## src/rtl/multichannel_upsampler.sv

```systemverilog
// multichannel_upsampler: accepts one multi-channel frame via valid/ready and emits
// interpolation_l_p zero-stuffed or zero-order-hold frames, one every period_p cycles.
module multichannel_upsampler #(
    parameter int data_width_p      = 24,
    parameter int nr_of_channels_p  = 2,
    parameter int interpolation_l_p = 4,
    parameter int period_p          = 8
) (
    input  logic                                       clk,
    input  logic                                       rst,
    input  logic                                       mode,
    input  logic                                       clear,
    input  logic                                       x_valid,
    output logic                                       x_ready,
    input  logic [nr_of_channels_p*data_width_p-1:0]   x,
    output logic                                       y_valid,
    output logic [nr_of_channels_p*data_width_p-1:0]   y,
    output logic                                       y_first,
    output logic                                       y_last,
    output logic                                       underrun
);
    localparam int pw = interpolation_l_p > 1 ? $clog2(interpolation_l_p) : 1;
    localparam int cw = period_p > 1 ? $clog2(period_p) : 1;
    localparam logic [pw-1:0] phase_last = pw'(interpolation_l_p - 1);
    localparam logic [cw-1:0] cnt_last = cw'(period_p - 1);
    typedef enum logic {IDLE, RUN} state_t;
    state_t state, state_d;
    logic [pw-1:0] phase, phase_d;
    logic [cw-1:0] period_cnt, period_cnt_d;
    logic [nr_of_channels_p*data_width_p-1:0] sample_r, sample_d, y_d;
    logic mode_r, mode_d, y_valid_d, y_first_d, y_last_d, underrun_d;
    logic accept, boundary;
    assign boundary = period_cnt == cnt_last;
    assign accept = x_valid && x_ready;
    always_ff @(posedge clk or posedge rst) begin
        if (rst) begin
            state <= IDLE;
            phase <= '0;
            period_cnt <= '0;
            sample_r <= '0;
            mode_r <= 1'b0;
            y_valid <= 1'b0;
            y <= '0;
            y_first <= 1'b0;
            y_last <= 1'b0;
            underrun <= 1'b0;
        end else begin
            state <= state_d;
            phase <= phase_d;
            period_cnt <= period_cnt_d;
            sample_r <= sample_d;
            mode_r <= mode_d;
            y_valid <= y_valid_d;
            y <= y_d;
            y_first <= y_first_d;
            y_last <= y_last_d;
            underrun <= underrun_d;
        end
    end
    always_comb begin
        state_d = state;
        phase_d = phase;
        period_cnt_d = period_cnt;
        sample_d = sample_r;
        mode_d = mode_r;
        y_valid_d = 1'b0;
        y_d = '0;
        y_first_d = 1'b0;
        y_last_d = 1'b0;
        underrun_d = underrun && !clear;
        if (accept) begin
            state_d = RUN;
            phase_d = '0;
            period_cnt_d = '0;
            sample_d = x;
            mode_d = mode;
            y_valid_d = 1'b1;
            y_d = x;
            y_first_d = 1'b1;
            y_last_d = interpolation_l_p == 1;
        end else if (state == RUN) begin
            period_cnt_d = boundary ? '0 : period_cnt + 1'b1;
            if (boundary && phase != phase_last) begin
                phase_d = phase + 1'b1;
                y_valid_d = 1'b1;
                y_d = mode_r ? sample_r : '0;
                y_last_d = phase_d == phase_last;
            end else if (boundary) begin
                // frame finished with nothing queued behind it
                state_d = IDLE;
                underrun_d = 1'b1;
            end
        end
    end
    always_comb x_ready = state == IDLE || (phase == phase_last && boundary);
endmodule

```

## config.mk

```make
export PLATFORM = sky130hd
export DESIGN_NAME = multichannel_upsampler
export DESIGN_NICKNAME = d
export VERILOG_FILES = /design/src/rtl/multichannel_upsampler.sv
export SDC_FILE = /design/constraint.sdc
export NUM_CORES = 1
export LEC_CHECK = 0
export BUFFER_PORTS_ARGS = -buffer_cell sky130_fd_sc_hd__buf_2
export CAP_MARGIN = 10
export CORE_ASPECT_RATIO = 1.5
export CORE_MARGIN = 2
export CORE_UTILIZATION = 45
export DETAILED_ROUTE_END_ITERATION = 10
export PLACE_DENSITY = 0.67
export SLEW_MARGIN = 10
export SYNTH_ARGS = -nofsm -noshare
export SYNTH_HDL_FRONTEND = slang
export SYNTH_SLANG_ARGS = --single-unit
```

## constraint.sdc

```tcl
create_clock -name clk -period 10 [get_ports clk]
set_clock_uncertainty 0.05 [all_clocks]
set_input_delay 2 -clock clk [delete_from_list [all_inputs] [get_ports clk]]
set_output_delay 2 -clock clk [all_outputs]
set_load 0.005 [all_outputs]
```

After elaboration in Yosys (flattened, before gate mapping)

Index checks and enable logic that the tools add are counted.

Flip-flop bits (word level): 107
Input bits: 53
Logic and storage cells: 51

Equality and inequality tests: 4
Muxes and demuxes: 25
Bitwise gates (word level): 1
Add/subtract/negate cells: 2
Reductions and logical operators: 9

Operator list:

| kind                                        | count |
|---|---|
| two-way mux 48 bit                          | 4 |
| two-way mux 1 bit                           | 15 |
| two-way mux 3 bit                           | 3 |
| two-way mux 2 bit                           | 3 |
| equality test 2 bit, second input constant  | 2 |
| logical AND 1 bit                           | 4 |
| nonzero test 2 bit                          | 2 |
| adder 3 x 1 -> 3 bit, second input constant | 1 |
| equality test 3 bit, second input constant  | 1 |
| adder 2 x 1 -> 2 bit, second input constant | 1 |
| != test 2 bit, second input constant        | 1 |
| AND reduction 2 bit                         | 1 |
| zero test 1 bit                             | 1 |
| logical OR 1 bit                            | 1 |
| NOT 1 bit                                   | 1 |

Longest topological paths before layout

Depth after elaboration: 6
Mapped depth: 8
Gate-level depth less buffers: 5

Least setup slack after synthesis

Ideal clock, no wire load.

Path type: reg2out
Start point: reg period_cnt[0]
End point: out x_ready
Arrival: 1.050 ns
Stages on the path, launching flop included: 4
Path slack: 6.900 ns
Cell sequence: dfrtp_1 > ha_1 > ha_1 > a21bo_4

Longest elaborated chain between the ends: 3

Ends and longest elaborated chain:

| item                     | line | text |
|---|---|---|
| start: declaration       | 29   | `logic [cw-1:0] period_cnt, period_cnt_d;` |
| start signal: assignment | 50   | `period_cnt <= period_cnt_d;` |
| equality test 3 bit      | 33   | `assign boundary = period_cnt == cnt_last;` |
| logical AND 1 bit        | 95   | `always_comb x_ready = state == IDLE \|\| (phase == phase_last && boundary);` |
| logical OR 1 bit         | 95   |  |
| end: declaration         | 14   | `output logic x_ready,` |

Every way passes these cells.

Worst setup path in the final report

Same ends and word-level chain as after synthesis.

==> metrics.json <==
{
  "status": {"value": "completed"},
  "pins_over_slew_limit": {"value": 0},
  "synth_top_area_share": {"value": 66.60, "unit": "%"},
  "detailedPlacementHpwl": {"value": 4453, "unit": "um"},
  "place_congestion": {"value": 0.7099},
  "top_fanout_value_on_the_critical_path": {"value": 6},
  "grt_antenna_before_repair": {"value": 0},
  "hold_viol": {"value": 0},
  "leakagePower": {"value": 0.002560, "unit": "uW"},
  "setup_total_negative_slack": {"value": 0, "unit": "ns"},
  "synth_largest_area_cell": {"value": "sky130_fd_sc_hd__dfrtp_1"},
  "tritoncts_num_sinks": {"value": 107},
  "layout-drive-gt1-share": {"value": 48.18, "unit": "%"},
  "sequential_cell_area_fraction_in_the_yosys_report": {"value": 66.60, "unit": "%"},
  "finish.utilization": {"value": 55.50, "unit": "%"},
  "worst_setup_path_end_kind": {"value": "primary output"},
  "maxClockFrequency": {"value": 274.0, "unit": "MHz"},
  "fin_nets": {"value": 412},
  "drtPass1Iterations": {"value": 4},
  "yosysWarnings": {"value": 0},
  "cts_setup_buffers": {"value": 0},
  "worstSetupStartpoint": {"value": "period_cnt[0]$_DFFE_PP0P_"},
  "net-switching-power": {"value": 295.5, "unit": "uW"},
  "reg2reg_to": {"value": "sample_r[17]$_DFFE_PP0P_"},
  "clk_latency": {"value": 0.34, "unit": "ns"},
  "tritoncts": {"value": "done"},
  "worstPathArrival": {"value": 1.60, "unit": "ns"},
  "port_buffers": {"value": 105},
  "start_kind": {"value": "register"},
  "worstHoldPathType": {"value": "reg2reg"},
  "antenna_cells": {"value": 0},
  "mean_instance_size_in_the_synthesized_netlist": {"value": 15.83, "unit": "um^2"},
  "ys_async_sr_fraction": {"value": 100.0, "unit": "%"},
  "cts.reportedPaths.clkPinSlew": {"value": 0.06, "unit": "ns"},
  "dp.cells": {"value": 453},
  "fp.coreArea": {"value": 8776, "unit": "um^2"},
  "detail_route.wl_per_cell": {"value": 14.79, "unit": "um"},
  "postRouteWirelength": {"value": 6905, "unit": "um"},
  "synth_edf_count": {"value": 0},
  "pwr-share-seq": {"value": 50.5, "unit": "%"},
  "reg2regPathDepth": {"value": 5},
  "start_util": {"value": 45.81, "unit": "%"},
  "ioPinCount": {"value": 106},
  "die_width": {"value": 81.18, "unit": "um"},
  "cts-hold-fix-buffers": {"value": 0},
  "grt_pass1_vias": {"value": 2252},
  "synth-seq-cells": {"value": 107},
  "vias_after_detailed_routing": {"value": 2383},
  "ant_nets": {"value": 0},
  "synthesis.nets": {"value": 312},
  "synth.most_common_cell": {"value": "sky130_fd_sc_hd__dfrtp_1"},
  "post_cts.resized_instances": {"value": 0},
  "globalRouteOverflowTotal": {"value": 0},
  "r2r_setup_slack": {"value": 7.48, "unit": "ns"},
  "floorplan.die_area": {"value": 9722, "unit": "um^2"},
  "worst_pin_slew": {"value": 1.092, "unit": "ns"},
  "max_slew_headroom_at_the_worst_pin": {"value": 27.17, "unit": "%"},
  "switching_share": {"value": 24.15, "unit": "%"},
  "worst-endpoint-required": {"value": 7.95, "unit": "ns"},
  "synth_cells": {"value": 254},
  "most_instantiated_flip_flop_cell_in_the_synthesis_netlist": {"value": "sky130_fd_sc_hd__dfrtp_1"},
  "fin_crit_sh": {"value": 36.49, "unit": "%"},
  "period_minus_ws_final": {"value": 3.649, "unit": "ns"},
  "number_of_remaining_drc_errors": {"value": 0},
  "p_total": {"value": 1223, "unit": "uW"},
  "vertical_die_dimension": {"value": 119.8, "unit": "um"},
  "maximum_clock_path_buffer_count": {"value": 2},
  "core_rows": {"value": 42},
  "initialDrtViolationCount": {"value": 76},
  "finalNonFillerCells": {"value": 467},
  "synthesis.area": {"value": 4020, "unit": "um^2"},
  "p_int": {"value": 927.9, "unit": "uW"},
  "global_route.usage.total": {"value": 15.06, "unit": "%"},
  "hp-start": {"value": "sample_r[2]$_DFFE_PP0P_"},
  "crit_type": {"value": "reg2out"},
  "area_delta_synth_final": {"value": 21.16, "unit": "%"},
  "largest_net_degree_at_the_start_of_global_routing": {"value": 99},
  "power.share.combinational": {"value": 19.2, "unit": "%"},
  "library_cells_used_by_synthesis": {"value": 22},
  "final-setup-viol-count": {"value": 0},
  "max_cap_viol": {"value": 0},
  "grt_pass1_wl": {"value": 10870, "unit": "um"},
  "hold_path_depth": {"value": 1},
  "synth_top_cells_by_area": {"value": "sky130_fd_sc_hd__dfrtp_1 67%, sky130_fd_sc_hd__mux2_2 14%, sky130_fd_sc_hd__a22o_1 10%"},
  "r2r_start": {"value": "period_cnt[0]$_DFFE_PP0P_"},
  "route.detailed.vias_per_inst": {"value": 5.103},
  "worst_ir_drop_vdd": {"value": 114.1, "unit": "uV"},
  "p_clk_share": {"value": 30.4, "unit": "%"},
  "setup_repair_after_global_routing_missed_its_margin": {"value": "no"},
  "cts_root_buf": {"value": "sky130_fd_sc_hd__clkbuf_16"},
  "power_density": {"value": 251.2, "unit": "nW/um^2"},
  "hold_end": {"value": "y[2]$_DFF_PP0_"},
  "synth_commonest_cells": {"value": "107 x sky130_fd_sc_hd__dfrtp_1, 49 x sky130_fd_sc_hd__mux2_2, 48 x sky130_fd_sc_hd__a22o_1"},
  "numCtsBuffers": {"value": 9},
  "htreeDepth": {"value": 3}
}
## per-layer routing
layer / track usage (%) / wire, um / share of wire (%)
met2: 24.02 / 3487 / 50
met5: 0 / 0 / 0
met1: 18.37 / 2886 / 42
met4: 9.534 / 200 / 2.9
met3: 3.008 / 331 / 4.8
## cells by family (layout without fill, tap and decap cells)
kind of cell / count (synthesis) / in the layout / synth area share (%)
buf+inv: 23 / 126 / 4.046
flops: 107 / 107 / 66.60
fa+ha+maj: 5 / 5 / 1.556
mux: 51 / 51 / 14.22
simple gates: 12 / 12 / 1.463
compound gates: 56 / 56 / 12.11
## layout by cell type, fill, tap and decap left out, types with 3 or more instances in the layout
cell type	Yosys	routed
sky130_fd_sc_hd__nand2_1	6	6
sky130_fd_sc_hd__dfrtp_1	107	107
sky130_fd_sc_hd__clkbuf_16	0	9
sky130_fd_sc_hd__o22ai_1	3	3
sky130_fd_sc_hd__ha_1	5	5
sky130_fd_sc_hd__mux2_2	49	49
sky130_fd_sc_hd__buf_2	4	105
sky130_fd_sc_hd__inv_1	6	5
sky130_fd_sc_hd__a22o_1	48	48
## power by group through the flow
stage,clock network [uW],logic [uW],registers [uW]
after floorplan,0,182,615
after global placement,0,227,621
after detailed placement,0,239,627
after CTS,383,240,619
after global routing,398,264,632
final,371,234,618
## sequential cells by signal, indices dropped and copies added, names as in the netlist
register and cells:
phase 2, y_first 1, y 48, underrun 1, y_last 1, state 1
y_valid 1, sample_r 48, mode_r 1, period_cnt 3
## worst max path at each step
stage / slack [ns] / end / depth (start not counted)
final: 6.35 / x_ready / 4
after global routing: 6.28 / x_ready / 4
after CTS: 6.33 / x_ready / 4
after detailed placement: 6.33 / sample_r[39]$_DFFE_PP0P_ / 3
after global placement: 6.38 / sample_r[31]$_DFFE_PP0P_ / 3
after floorplan: 5.13 / mode_r$_DFFE_PP0P_ / 1
## critical path, stage by stage (launching register included)
cell                      delay (ns)
sky130_fd_sc_hd__dfrtp_1        0.40
sky130_fd_sc_hd__ha_1           0.24
sky130_fd_sc_hd__ha_1           0.26
sky130_fd_sc_hd__a21bo_4        0.25
sky130_fd_sc_hd__buf_2          0.12
## per-stage QoR
stage / setup slack [ns] / hold slack, ns / instance area (um^2)
final: 6.351 / 0.4355 / 4871
after global routing: 6.276 / 0.4505 / 4871
after CTS: 6.328 / 0.4373 / 4871
after detailed placement: 6.329 / 0.4223 / 4554
after global placement: 6.383 / 0.4184 / 4554
after floorplan: 5.133 / 0.4073 / 4020
## final cells by class
| cell class | instances | area (um^2) |
|---|---|---|
| fillers | 734 | 3905 |
| flip-flops and latches | 107 | 2678 |
| multi-input cells | 124 | 1181 |
| repair buffers | 106 | 533.0 |
| clock buffers | 12 | 256.5 |
| well taps | 110 | 137.6 |
| clock inverters | 2 | 60.06 |
| inverters | 6 | 25.02 |
Power figures use the tool's default switching activity.
